`src/rtl/csc_col_sched_pkg.sv`:
```
// Shared definitions for the CSC column scheduler: index and pointer widths,
// value-select encodings and the scheduler FSM state type.
// Used by: csc_col_sched_if, csc_col_sched, tb_csc_col_sched.
package csc_pkg;

  localparam int MAT_RANK = 256;
  // Row/column index width.
  localparam int IDX_W    = $clog2(MAT_RANK);
  // Pointer width must hold the total nnz of a full-rank tridiagonal: 3*N-2.
  localparam int PTR_W    = $clog2(3 * MAT_RANK - 1);

  // Value select: which diagonal the entry's value comes from.
  localparam logic [1:0] SEL_A0 = 2'd0;  // sub-diagonal
  localparam logic [1:0] SEL_S  = 2'd1;  // diagonal
  localparam logic [1:0] SEL_A1 = 2'd2;  // super-diagonal

  typedef enum logic [1:0] {
    IDLE   = 2'd0,
    COLPTR = 2'd1,
    ENT    = 2'd2,
    FINPTR = 2'd3
  } state_t;

endpackage

```
`src/rtl/csc_col_sched_if.sv`:
```
// Scheduler output bus: column-pointer strobe (no backpressure) and the
// entry-descriptor valid/ready stream.
// master: scheduler side (drives pointers/entries, receives ent_rdy).
// slave : consumer side (value-storage/datapath stage).
interface csc_col_sched_if
  import csc_pkg::*;
#(
  parameter int P_IDX_W = IDX_W,
  parameter int P_PTR_W = PTR_W
);
  logic               colptr_vld;
  logic [P_IDX_W:0]   colptr_idx;
  logic [P_PTR_W-1:0] colptr_val;
  logic               ent_vld;
  logic               ent_rdy;
  logic [P_IDX_W-1:0] ent_row;
  logic [P_IDX_W-1:0] ent_col;
  logic [1:0]         ent_sel;
  logic               ent_last;

  modport master (
    output colptr_vld, colptr_idx, colptr_val,
    output ent_vld, ent_row, ent_col, ent_sel, ent_last,
    input  ent_rdy
  );

  modport slave (
    input  colptr_vld, colptr_idx, colptr_val,
    input  ent_vld, ent_row, ent_col, ent_sel, ent_last,
    output ent_rdy
  );
endinterface

```
`src/rtl/csc_col_sched.sv`:
```
// Column scheduler for CSC generation of a tridiagonal matrix (a1 super,
// s diag, a0 sub). Emits one column pointer per column plus a final pointer,
// and the column's non-zero descriptors in ascending row order.
// Ports: clk, rst_n (async active-low), start/abort/cfg_last control in,
// busy/done status out, stall_cnt statistic, bus (csc_col_sched_if.master).
// Optional: CSC_SCHED_STAT_EN builds the saturating ent stall counter;
// otherwise stall_cnt is tied to 0.
module csc_col_sched
  import csc_pkg::*;
(
  input  logic             clk,
  input  logic             rst_n,
  input  logic             start,
  input  logic             abort,
  input  logic [IDX_W-1:0] cfg_last,
  output logic             busy,
  output logic             done,
  output logic [15:0]      stall_cnt,
  csc_col_sched_if.master  bus
);

  localparam logic [IDX_W-1:0] ROW_ONE = IDX_W'(1);
  localparam logic [IDX_W:0]   IDX_ONE = (IDX_W + 1)'(1);
  localparam logic [PTR_W-1:0] PTR_ONE = PTR_W'(1);

  state_t             r_state;
  logic [IDX_W-1:0]   r_last;
  logic [IDX_W-1:0]   r_col;
  logic [PTR_W-1:0]   r_ptr;
  logic [1:0]         r_off;     // row offset in column: row = col-1+off
  logic               r_busy;
  logic               r_done;
  logic               r_cp_vld;
  logic [IDX_W:0]     r_cp_idx;
  logic [PTR_W-1:0]   r_cp_val;
  logic               r_ent_vld;
  logic [IDX_W-1:0]   r_ent_row;
  logic [1:0]         r_ent_sel;
  logic               r_ent_last;

  logic               w_xfer;
  logic               w_col_last;
  logic               w_more;
  logic [PTR_W-1:0]   w_ptr_inc;

  assign w_xfer     = r_ent_vld & bus.ent_rdy;
  assign w_col_last = (r_col == r_last);
  // Another entry follows the current one in this column: after the
  // super-diagonal there is always the diagonal; after the diagonal there is
  // a sub-diagonal entry unless this is the last column.
  assign w_more     = (r_off == 2'd0) | ((r_off == 2'd1) & ~w_col_last);
  assign w_ptr_inc  = r_ptr + PTR_ONE;

  always_ff @(posedge clk or negedge rst_n) begin
    if (!rst_n) begin
      r_state    <= IDLE;
      r_last     <= '0;
      r_col      <= '0;
      r_ptr      <= '0;
      r_off      <= '0;
      r_busy     <= 1'b0;
      r_done     <= 1'b0;
      r_cp_vld   <= 1'b0;
      r_cp_idx   <= '0;
      r_cp_val   <= '0;
      r_ent_vld  <= 1'b0;
      r_ent_row  <= '0;
      r_ent_sel  <= '0;
      r_ent_last <= 1'b0;
    end else if (abort) begin
      // Abort beats start and any transfer in the same cycle.
      r_state    <= IDLE;
      r_busy     <= 1'b0;
      r_done     <= 1'b0;
      r_cp_vld   <= 1'b0;
      r_ent_vld  <= 1'b0;
      r_ent_last <= 1'b0;
    end else begin
      case (r_state)
        IDLE: begin
          r_done    <= 1'b0;
          r_cp_vld  <= 1'b0;
          r_ent_vld <= 1'b0;
          if (start) begin
            r_last   <= cfg_last;
            r_col    <= '0;
            r_ptr    <= '0;
            r_busy   <= 1'b1;
            r_cp_vld <= 1'b1;
            r_cp_idx <= '0;
            r_cp_val <= '0;
            r_state  <= COLPTR;
          end
        end
        COLPTR: begin
          // Pointer strobe ends; load the column's first entry.
          r_cp_vld  <= 1'b0;
          r_ent_vld <= 1'b1;
          r_state   <= ENT;
          if (r_col == '0) begin
            r_off      <= 2'd1;
            r_ent_row  <= r_col;
            r_ent_sel  <= SEL_S;
            r_ent_last <= w_col_last;
          end else begin
            r_off      <= 2'd0;
            r_ent_row  <= r_col - ROW_ONE;
            r_ent_sel  <= SEL_A1;
            r_ent_last <= 1'b0;
          end
        end
        ENT: begin
          if (w_xfer) begin
            r_ptr <= w_ptr_inc;
            if (w_more) begin
              // Next row down; select walks A1 -> S -> A0 as offset rises.
              r_off      <= r_off + 2'd1;
              r_ent_row  <= r_ent_row + ROW_ONE;
              r_ent_sel  <= r_ent_sel - 2'd1;
              r_ent_last <= (r_off == 2'd0) & w_col_last;
            end else begin
              r_ent_vld  <= 1'b0;
              r_ent_last <= 1'b0;
              r_cp_vld   <= 1'b1;
              r_cp_val   <= w_ptr_inc;
              if (w_col_last) begin
                r_cp_idx <= {1'b0, r_last} + IDX_ONE;
                r_done   <= 1'b1;
                r_state  <= FINPTR;
              end else begin
                r_col    <= r_col + ROW_ONE;
                r_cp_idx <= {1'b0, r_col} + IDX_ONE;
                r_state  <= COLPTR;
              end
            end
          end
        end
        FINPTR: begin
          r_cp_vld <= 1'b0;
          r_done   <= 1'b0;
          r_busy   <= 1'b0;
          r_state  <= IDLE;
        end
        default: r_state <= IDLE;
      endcase
    end
  end

  assign busy           = r_busy;
  assign done           = r_done;
  assign bus.colptr_vld = r_cp_vld;
  assign bus.colptr_idx = r_cp_idx;
  assign bus.colptr_val = r_cp_val;
  assign bus.ent_vld    = r_ent_vld;
  assign bus.ent_row    = r_ent_row;
  assign bus.ent_col    = r_col;
  assign bus.ent_sel    = r_ent_sel;
  assign bus.ent_last   = r_ent_last;

`ifdef CSC_SCHED_STAT_EN
  logic [15:0] r_stall;

  always_ff @(posedge clk or negedge rst_n) begin
    if (!rst_n) begin
      r_stall <= '0;
    end else if ((r_state == IDLE) && start && !abort) begin
      r_stall <= '0;
    end else if (r_ent_vld && !bus.ent_rdy && (r_stall != 16'hFFFF)) begin
      r_stall <= r_stall + 16'd1;
    end
  end

  assign stall_cnt = r_stall;
`else
  assign stall_cnt = '0;
`endif

endmodule

```
`src/flat_wrapper.sv`:
```
// flat-port wrapper written by rule: the top's interface ports become plain ports
module csc_col_sched_flat import csc_pkg::*;
  (clk, rst_n, start, abort, cfg_last, busy, done, stall_cnt, bus_colptr_vld, bus_colptr_idx, bus_colptr_val, bus_ent_vld, bus_ent_row, bus_ent_col, bus_ent_sel, bus_ent_last, bus_ent_rdy);
  csc_col_sched_if bus_i ();
  input  logic clk;
  input  logic rst_n;
  input  logic start;
  input  logic abort;
  input  logic [IDX_W-1:0] cfg_last;
  output logic busy;
  output logic done;
  output logic [15:0] stall_cnt;
  output wire logic [$bits(bus_i.colptr_vld)-1:0] bus_colptr_vld;
  output wire logic [$bits(bus_i.colptr_idx)-1:0] bus_colptr_idx;
  output wire logic [$bits(bus_i.colptr_val)-1:0] bus_colptr_val;
  output wire logic [$bits(bus_i.ent_vld)-1:0] bus_ent_vld;
  output wire logic [$bits(bus_i.ent_row)-1:0] bus_ent_row;
  output wire logic [$bits(bus_i.ent_col)-1:0] bus_ent_col;
  output wire logic [$bits(bus_i.ent_sel)-1:0] bus_ent_sel;
  output wire logic [$bits(bus_i.ent_last)-1:0] bus_ent_last;
  input wire logic [$bits(bus_i.ent_rdy)-1:0] bus_ent_rdy;
  assign bus_colptr_vld = bus_i.colptr_vld;
  assign bus_colptr_idx = bus_i.colptr_idx;
  assign bus_colptr_val = bus_i.colptr_val;
  assign bus_ent_vld = bus_i.ent_vld;
  assign bus_ent_row = bus_i.ent_row;
  assign bus_ent_col = bus_i.ent_col;
  assign bus_ent_sel = bus_i.ent_sel;
  assign bus_ent_last = bus_i.ent_last;
  assign bus_i.ent_rdy = bus_ent_rdy;
  csc_col_sched u_core (.clk(clk), .rst_n(rst_n), .start(start), .abort(abort), .cfg_last(cfg_last), .busy(busy), .done(done), .stall_cnt(stall_cnt), .bus(bus_i));
endmodule
```
`config.mk`:
```
export PLATFORM = sky130hd
export DESIGN_NAME = csc_col_sched_flat
export DESIGN_NICKNAME = d
export VERILOG_FILES = /design/src/rtl/csc_col_sched_pkg.sv /design/src/rtl/csc_col_sched_if.sv /design/src/rtl/csc_col_sched.sv /design/src/flat_wrapper.sv
export SDC_FILE = /design/constraint.sdc
export NUM_CORES = 1
export LEC_CHECK = 0
export CAP_MARGIN = 30
export CELL_PAD_IN_SITES_DETAIL_PLACEMENT = 0
export CELL_PAD_IN_SITES_GLOBAL_PLACEMENT = 1
export CORE_ASPECT_RATIO = 0.9
export CORE_UTILIZATION = 40
export CTS_CLUSTER_SIZE = 30
export DETAILED_ROUTE_END_ITERATION = 7
export GPL_TIMING_DRIVEN = 1
export PLACE_DENSITY = 0.86
export SYNTH_ARGS = -nofsm -noshare
export SYNTH_HDL_FRONTEND = slang
export SYNTH_SLANG_ARGS = --single-unit
```
`constraint.sdc`:
```
create_clock -name clk -period 2.4 [get_ports clk]
set_input_delay 0.24 -clock clk [delete_from_list [all_inputs] [get_ports clk]]
set_output_delay 0.24 -clock clk [all_outputs]
set_load 0.01 [all_outputs]
```
## Word-level counts from Yosys, hierarchy flattened

Cells that the tools add are included.

- Add/subtract/negate cells: 8
- Multipliers: 0
- Divide/modulo/power cells: 0
- Magnitude comparators: 0
- Eq/ne operators: 14
- Shift-type cells: 0
- Mux-type cells: 56
- Bitwise operators: 6
- Reductions and logical operators: 22

Operators with widths:

| kind | number |
|---|---|
| 2-to-1 mux 8 bit | 7 |
| 2-to-1 mux 10 bit | 4 |
| case mux 10 bit (2 select lines) | 2 |
| 2-to-1 mux 9 bit | 4 |
| case mux 8 bit (2 select lines) | 2 |
| 2-to-1 mux 2 bit | 10 |
| adder 8 x 1 -> 9 bit, second input constant | 2 |
| 2-to-1 mux 1 bit | 18 |
| case mux 9 bit (2 select lines) | 1 |
| adder 8 x 1 -> 8 bit, second input constant | 2 |
| AND reduction 4 bit | 3 |
| adder 10 x 1 -> 10 bit, second input constant | 1 |
| AND reduction 3 bit | 3 |
| nonzero test 3 bit | 3 |
| == test 8 bit | 1 |
| logical NOT 8 bit | 1 |
| case mux 2 bit (2 select lines) | 2 |
| case mux 2 bit (4 select lines) | 1 |
| subtractor 8 x 1 -> 8 bit, second input constant | 1 |
| != test 2 bit, second input constant | 3 |
| != test 3 x 2 -> 1 bit, second input constant | 2 |
| != test 3 bit, second input constant | 2 |
| case mux 1 bit (2 select lines) | 3 |
| case mux 1 bit (3 select lines) | 2 |
| 15 further kinds | 26 |

- Flip-flop bits (word level): 64
- Latch bits: 0
- Bits in writable memories: 0
- Bits in read-only memories: 0
- Input port bits: 13
- Logic and storage cells: 120
- Memories: 0

## Logic depth before layout (Yosys ltp)

- Depth in word-level cells: 8
- Mapped depth: 9
- Mapped depth without buffers: 8

## Least setup slack after synthesis

OpenSTA, ideal clock, no wires.

- Path kind: register to register
- Start point: register u_core.r_state[0]
- End point: register u_core.r_ent_sel[0], in the netlist u_core.bus.ent_sel[0]
- Library setup time: 0.125 ns
- Arrival time: 2.072 ns
- Data required time: 2.275 ns
- Setup slack: 0.203 ns
- Stages on the path, launching flop included: 9
- Path buffers: 1
- Path through: dfrtp_1 > inv_1 > ha_1 > and3_1 > clkbuf_1 > nor2_1 > nor2_1 > o31a_1 > mux2_2

- Cells in the longest elaborated chain, start to end: 3

Ends and longest elaborated chain:

| item | line | text |
|---|---|---|
| start, declared | csc_col_sched.sv:26 | `state_t r_state;` |
| start signal, assigned | csc_col_sched.sv:56 | `r_state <= IDLE;` |
| start signal, assigned | csc_col_sched.sv:72 | `r_state <= IDLE;` |
| start signal, assigned | csc_col_sched.sv:92 | `r_state <= COLPTR;` |
| == test 2 bit / == test 2 x 1 -> 1 bit (equally long branches) | csc_col_sched.sv:79 | `case (r_state)` |
| != test 2 x 1 -> 1 bit (no line) / nonzero test 2 bit (equally long branches) | -- |  |
| AND reduction 4 bit (no line) | -- |  |
| end signal, assigned | csc_col_sched.sv:119 | `r_ent_sel <= r_ent_sel - 2'd1;` |
| end, declared | csc_col_sched.sv:38 | `logic [1:0] r_ent_sel;` |

Parallel ways exist; a longest one is shown, timed or not.
A chain may end at the register's enable or synchronous reset.

## Worst setup path in the final report

- Start point: register u_core.r_state[0]
- End point: register u_core.r_ent_row[7], in the netlist u_core.bus.ent_row[7]

- Cells in the longest elaborated chain, start to end: 3

Ends and longest elaborated chain:

| item | line | text |
|---|---|---|
| == test 2 bit / == test 2 x 1 -> 1 bit (equally long branches) | csc_col_sched.sv:79 |  |
| != test 2 x 1 -> 1 bit (no line) / nonzero test 2 bit (equally long branches) | -- |  |
| AND reduction 4 bit (no line) | -- |  |
| end signal, assigned | csc_col_sched.sv:102 | `r_ent_row <= r_col;` |
| end signal, assigned | csc_col_sched.sv:107 | `r_ent_row <= r_col - ROW_ONE;` |
| end signal, assigned | csc_col_sched.sv:118 | `r_ent_row <= r_ent_row + ROW_ONE;` |
| end, declared | csc_col_sched.sv:37 | `logic [IDX_W-1:0] r_ent_row;` |

Parallel ways exist; a longest one is shown, timed or not.

==> out/qor.json <==
{
  "buffer_ports.inserted": 54,
  "final_layout_size_suffix_gt1_share_pct": 12.5,
  "syn_area_sq_um": 3880,
  "maxSlewViolCount": 0,
  "cells_along_the_critical_path": "inv_1 > ha_2 > and3_2 > nor2_1 > nor2_1 > buf_4 > o2111a_1 > mux2i_1 > o221a_2",
  "setup.worst_path.end_class": "flip-flop",
  "timing.clock.skew_ns": 0.0134,
  "route.detailed.drc": 0,
  "cts.root.buffer_cell": "sky130_fd_sc_hd__clkbuf_8",
  "io-pin-count": 71,
  "synth_sequential_area_ratio_pct": 41.2,
  "fin_hold_ws_ns": 0.409,
  "critPathKind": "flip-flop to flip-flop",
  "ir_drop_mv": 0.555,
  "clock_tree.htree_level_count": 3,
  "dr_total_vias": 3179,
  "yosysWarnings": 0,
  "initial_standard_cell_utilization_of_the_core_pct": 42.0,
  "grt_util_all_layers_pct": 19.4,
  "synthesis.instances": 416,
  "path_max_fanout": 8,
  "clk_transition_reported_paths_ns": 0.08,
  "cp_data_arrival_time_ns": 2.45,
  "area.growth.synth_to_final_pct": 24.5,
  "postRouteAntennaNets": 0,
  "first_global_vias": 3010,
  "place.detailed.hpwl_um": 6760,
  "synth.most_common_cell": "sky130_fd_sc_hd__dfrtp_1",
  "ff2ff_path_depth": 9,
  "crit_buf_inv": 2,
  "fillerInstances": 859,
  "finalCriticalPeriod_ns": 2.21,
  "post_synth.cell_area_avg_sq_um": 9.34,
  "cts_buffers": 9,
  "die_height_um": 95.5,
  "grt_start_max_net_pins": 65,
  "achievable-frequency_ghz": 0.453,
  "power_report.internal_total_mw": 2.81,
  "critPathMaxStageDelay_ns": 0.40,
  "netlist-cell-type-count": 56,
  "cell_family_with_the_largest_share_of_critical_path_delay": "simple AND/OR/NAND/NOR gates",
  "max_slew.worst_pin.slew_ns": 0.536,
  "grt.overflow.total": 0,
  "grt_setup_unrepaired": "false",
  "floorplan.rows": 33,
  "dr.first_iter.drc_count": 183,
  "layout.area.seq_sq_um": 1600,
  "finalCritPeriodShare_pct": 92.0,
  "firstDrtPassIters": 4,
  "number_of_endpoints_with_negative_hold_slack_in_the_final_report": 0,
  "cts.path.max_buffers": 2,
  "leakagePower_nw": 2.18,
  "run_status": "finished clean",
  "power.share.clock_pct": 23.8,
  "ys_ff_latch": 64,
  "synth_async_sr_flop_share_pct": 100,
  "cts_tree": "done",
  "setup_viol": 0,
  "synth.area.top_cells": "sky130_fd_sc_hd__dfrtp_1 41%, sky130_fd_sc_hd__mux2i_1 4.4%, sky130_fd_sc_hd__ha_1 4.2%",
  "clk_latency_ns": 0.36,
  "synth_edf_count": 0,
  "synth_largest_area_cell": "sky130_fd_sc_hd__dfrtp_1",
  "number_of_clock_sinks": 64,
  "floorplan.die.width_um": 106,
  "multi_input_comb_area_sq_um": 2040,
  "diodes": 0,
  "dominantRegCellSynth": "sky130_fd_sc_hd__dfrtp_1",
  "maxCapViolations": 0,
  "finalWeightedCongestion": 0.814,
  "post_synth_most_frequent_cells": "64 x sky130_fd_sc_hd__dfrtp_1, 36 x sky130_fd_sc_hd__nand2_1, 30 x sky130_fd_sc_hd__nor2_1",
  "synth_top_cell_area_share_pct": 41.2,
  "core_region_area_sq_um": 9250,
  "routedWlPerCell_um": 15.4,
  "power_frac_seq_pct": 34.1,
  "totalWireLength_um": 9270,
  "wire_length_of_the_first_global_routing_pass_um": 15100,
  "initial_antenna_violation_count": 0,
  "sw_frac_of_total_pct": 37.9,
  "final_nets": 502,
  "design.die.area_sq_um": 10100,
  "crit_path_frequent_cell": "sky130_fd_sc_hd__nor2_1",
  "hp-class": "primary input to asynchronous set/reset pin",
  "worst_setup_path_start_kind": "flip-flop",
  "worst-endpoint-required_ns": 2.64,
  "fin_setup_tns_ns": 0,
  "average_vias_per_placed_instance": 5.27,
  "combinationalPowerShare_pct": 42.1,
  "p_sw_mw": 1.72,
  "number_of_logic_stages_on_the_critical_path_including_buffering": 9,
  "worst_path_max_delay_cell": "sky130_fd_sc_hd__dfrtp_1",
  "power.density_nw_per_um2": 937,
  "timing.max_slew.rel_slack_pct": 63.8
}
[worst reg2reg max path, delay by kind of cell, from the launching register on]
family / cells / cell delay [ns]
AOI/OAI and AO/OA: 2 / 0.44
and+or+nand+nor: 3 / 0.55
muxes: 1 / 0.07
DFF: 1 / 0.40
adders and majority gates: 1 / 0.29
buffers and inverters: 2 / 0.36
[power groups by stage]
stage	registers, mW	clock network, mW	logic (mW)
after floorplan	1.57	0	1.14
after global placement	1.56	0	1.83
after detailed placement	1.57	0	1.87
after CTS	1.55	1.10	1.88
after global routing	1.59	1.15	2.09
final	1.55	1.08	1.91
[cells by family (layout without fill, tap and decap cells)]
kind of cell / count (synthesis) / in the layout / share of synthesized area (%)
AOI/OAI and AO/OA: 92 / 92 / 16.2
DFF: 64 / 64 / 41.2
muxes: 35 / 35 / 9.60
other: 1 / 16 / 0.0966
buffers and inverters: 66 / 116 / 8.34
adders and majority gates: 13 / 13 / 4.19
and+or+nand+nor: 120 / 120 / 14.7
xor gates and xnor gates: 25 / 25 / 5.64
[worst paths after layout]
check                                          from                        to  slack (ns)
max reg2reg                       u_core.r_state[0]     u_core.bus.ent_row[7]        0.19
min                                           rst_n       u_core.bus.ent_last        0.41
min reg2reg                u_core.bus.colptr_val[7]  u_core.bus.colptr_val[7]        0.51
max                               u_core.r_state[0]     u_core.bus.ent_row[7]        0.19
max in group asynchronous                     rst_n     u_core.bus.ent_row[7]        1.68
min in group clk                        cfg_last[4]          u_core.r_last[4]        0.50
[per-stage QoR]
| step | setup WS (ns) | utilization, % | total power, mW | instance area, sq um | cells |
|---|---|---|---|---|---|
| 2_1_floorplan | 0.203 | - | 2.71 | 3940 | 431 |
| 3_3_place_gp | 0.208 | 49.4 | 3.39 | 4570 | 585 |
| 3_5_place_dp | 0.111 | 49.4 | 3.44 | 4570 | 585 |
| 4_1_cts | 0.106 | 52.0 | 4.53 | 4810 | 602 |
| 5_1_grt | 0.0159 | 52.3 | 4.83 | 4840 | 603 |
| 6_report | 0.193 | 52.3 | 4.53 | 4840 | 603 |
[per-layer routing]
metal	share of wire [%]	GRT usage (%)
met1	48	27.2
met2	45	29.3
met3	5.7	3.69
met4	1.4	8.33
met5	0	0
[flip-flops by register name (all words and copies together), names as in the netlist, 2 cells and up]
name and count:
u_core.bus.colptr_val 10, u_core.bus.ent_sel 2, u_core.bus.colptr_idx 9, u_core.bus.ent_row 8, u_core.bus.ent_col 8, u_core.r_state 2
u_core.r_last 8, u_core.r_off 2, u_core.r_ptr 10
[area by class of cell]
class	count	area share (%)
multi-input cells	301	42.1
flip-flops and latches	64	33.1
repair buffers	77	15.1
well taps	122	3.16
clock buffers	10	2.85
clock inverters	6	1.89
inverters	23	1.79
[cell usage in the layout (no fill, tap or decap), types with 10 or more instances in the layout]
master,synthesis,final
sky130_fd_sc_hd__mux2i_1,17,17
sky130_fd_sc_hd__nor2_1,30,30
sky130_fd_sc_hd__a21oi_1,14,14
sky130_fd_sc_hd__clkbuf_8,0,10
sky130_fd_sc_hd__nand3_1,14,14
sky130_fd_sc_hd__ha_1,13,12
sky130_fd_sc_hd__conb_1,1,16
sky130_fd_sc_hd__xor2_1,11,11
sky130_fd_sc_hd__clkdlybuf4s50_1,0,53
sky130_fd_sc_hd__nor3_1,13,13
sky130_fd_sc_hd__inv_1,22,22
sky130_fd_sc_hd__dfrtp_1,64,64
sky130_fd_sc_hd__o21ai_0,28,28
sky130_fd_sc_hd__buf_4,16,19
sky130_fd_sc_hd__xnor2_1,14,14
sky130_fd_sc_hd__nand2_1,36,36
[what timing repair did]
item                       in CTS  in global routing
hold buffers                    1                  0
hold endpoints to repair       64                  0
setup endpoints to repair       0                 10
resized for setup               0                  6
buffers inserted                0                  1
(Power assumes the default switching activity.)
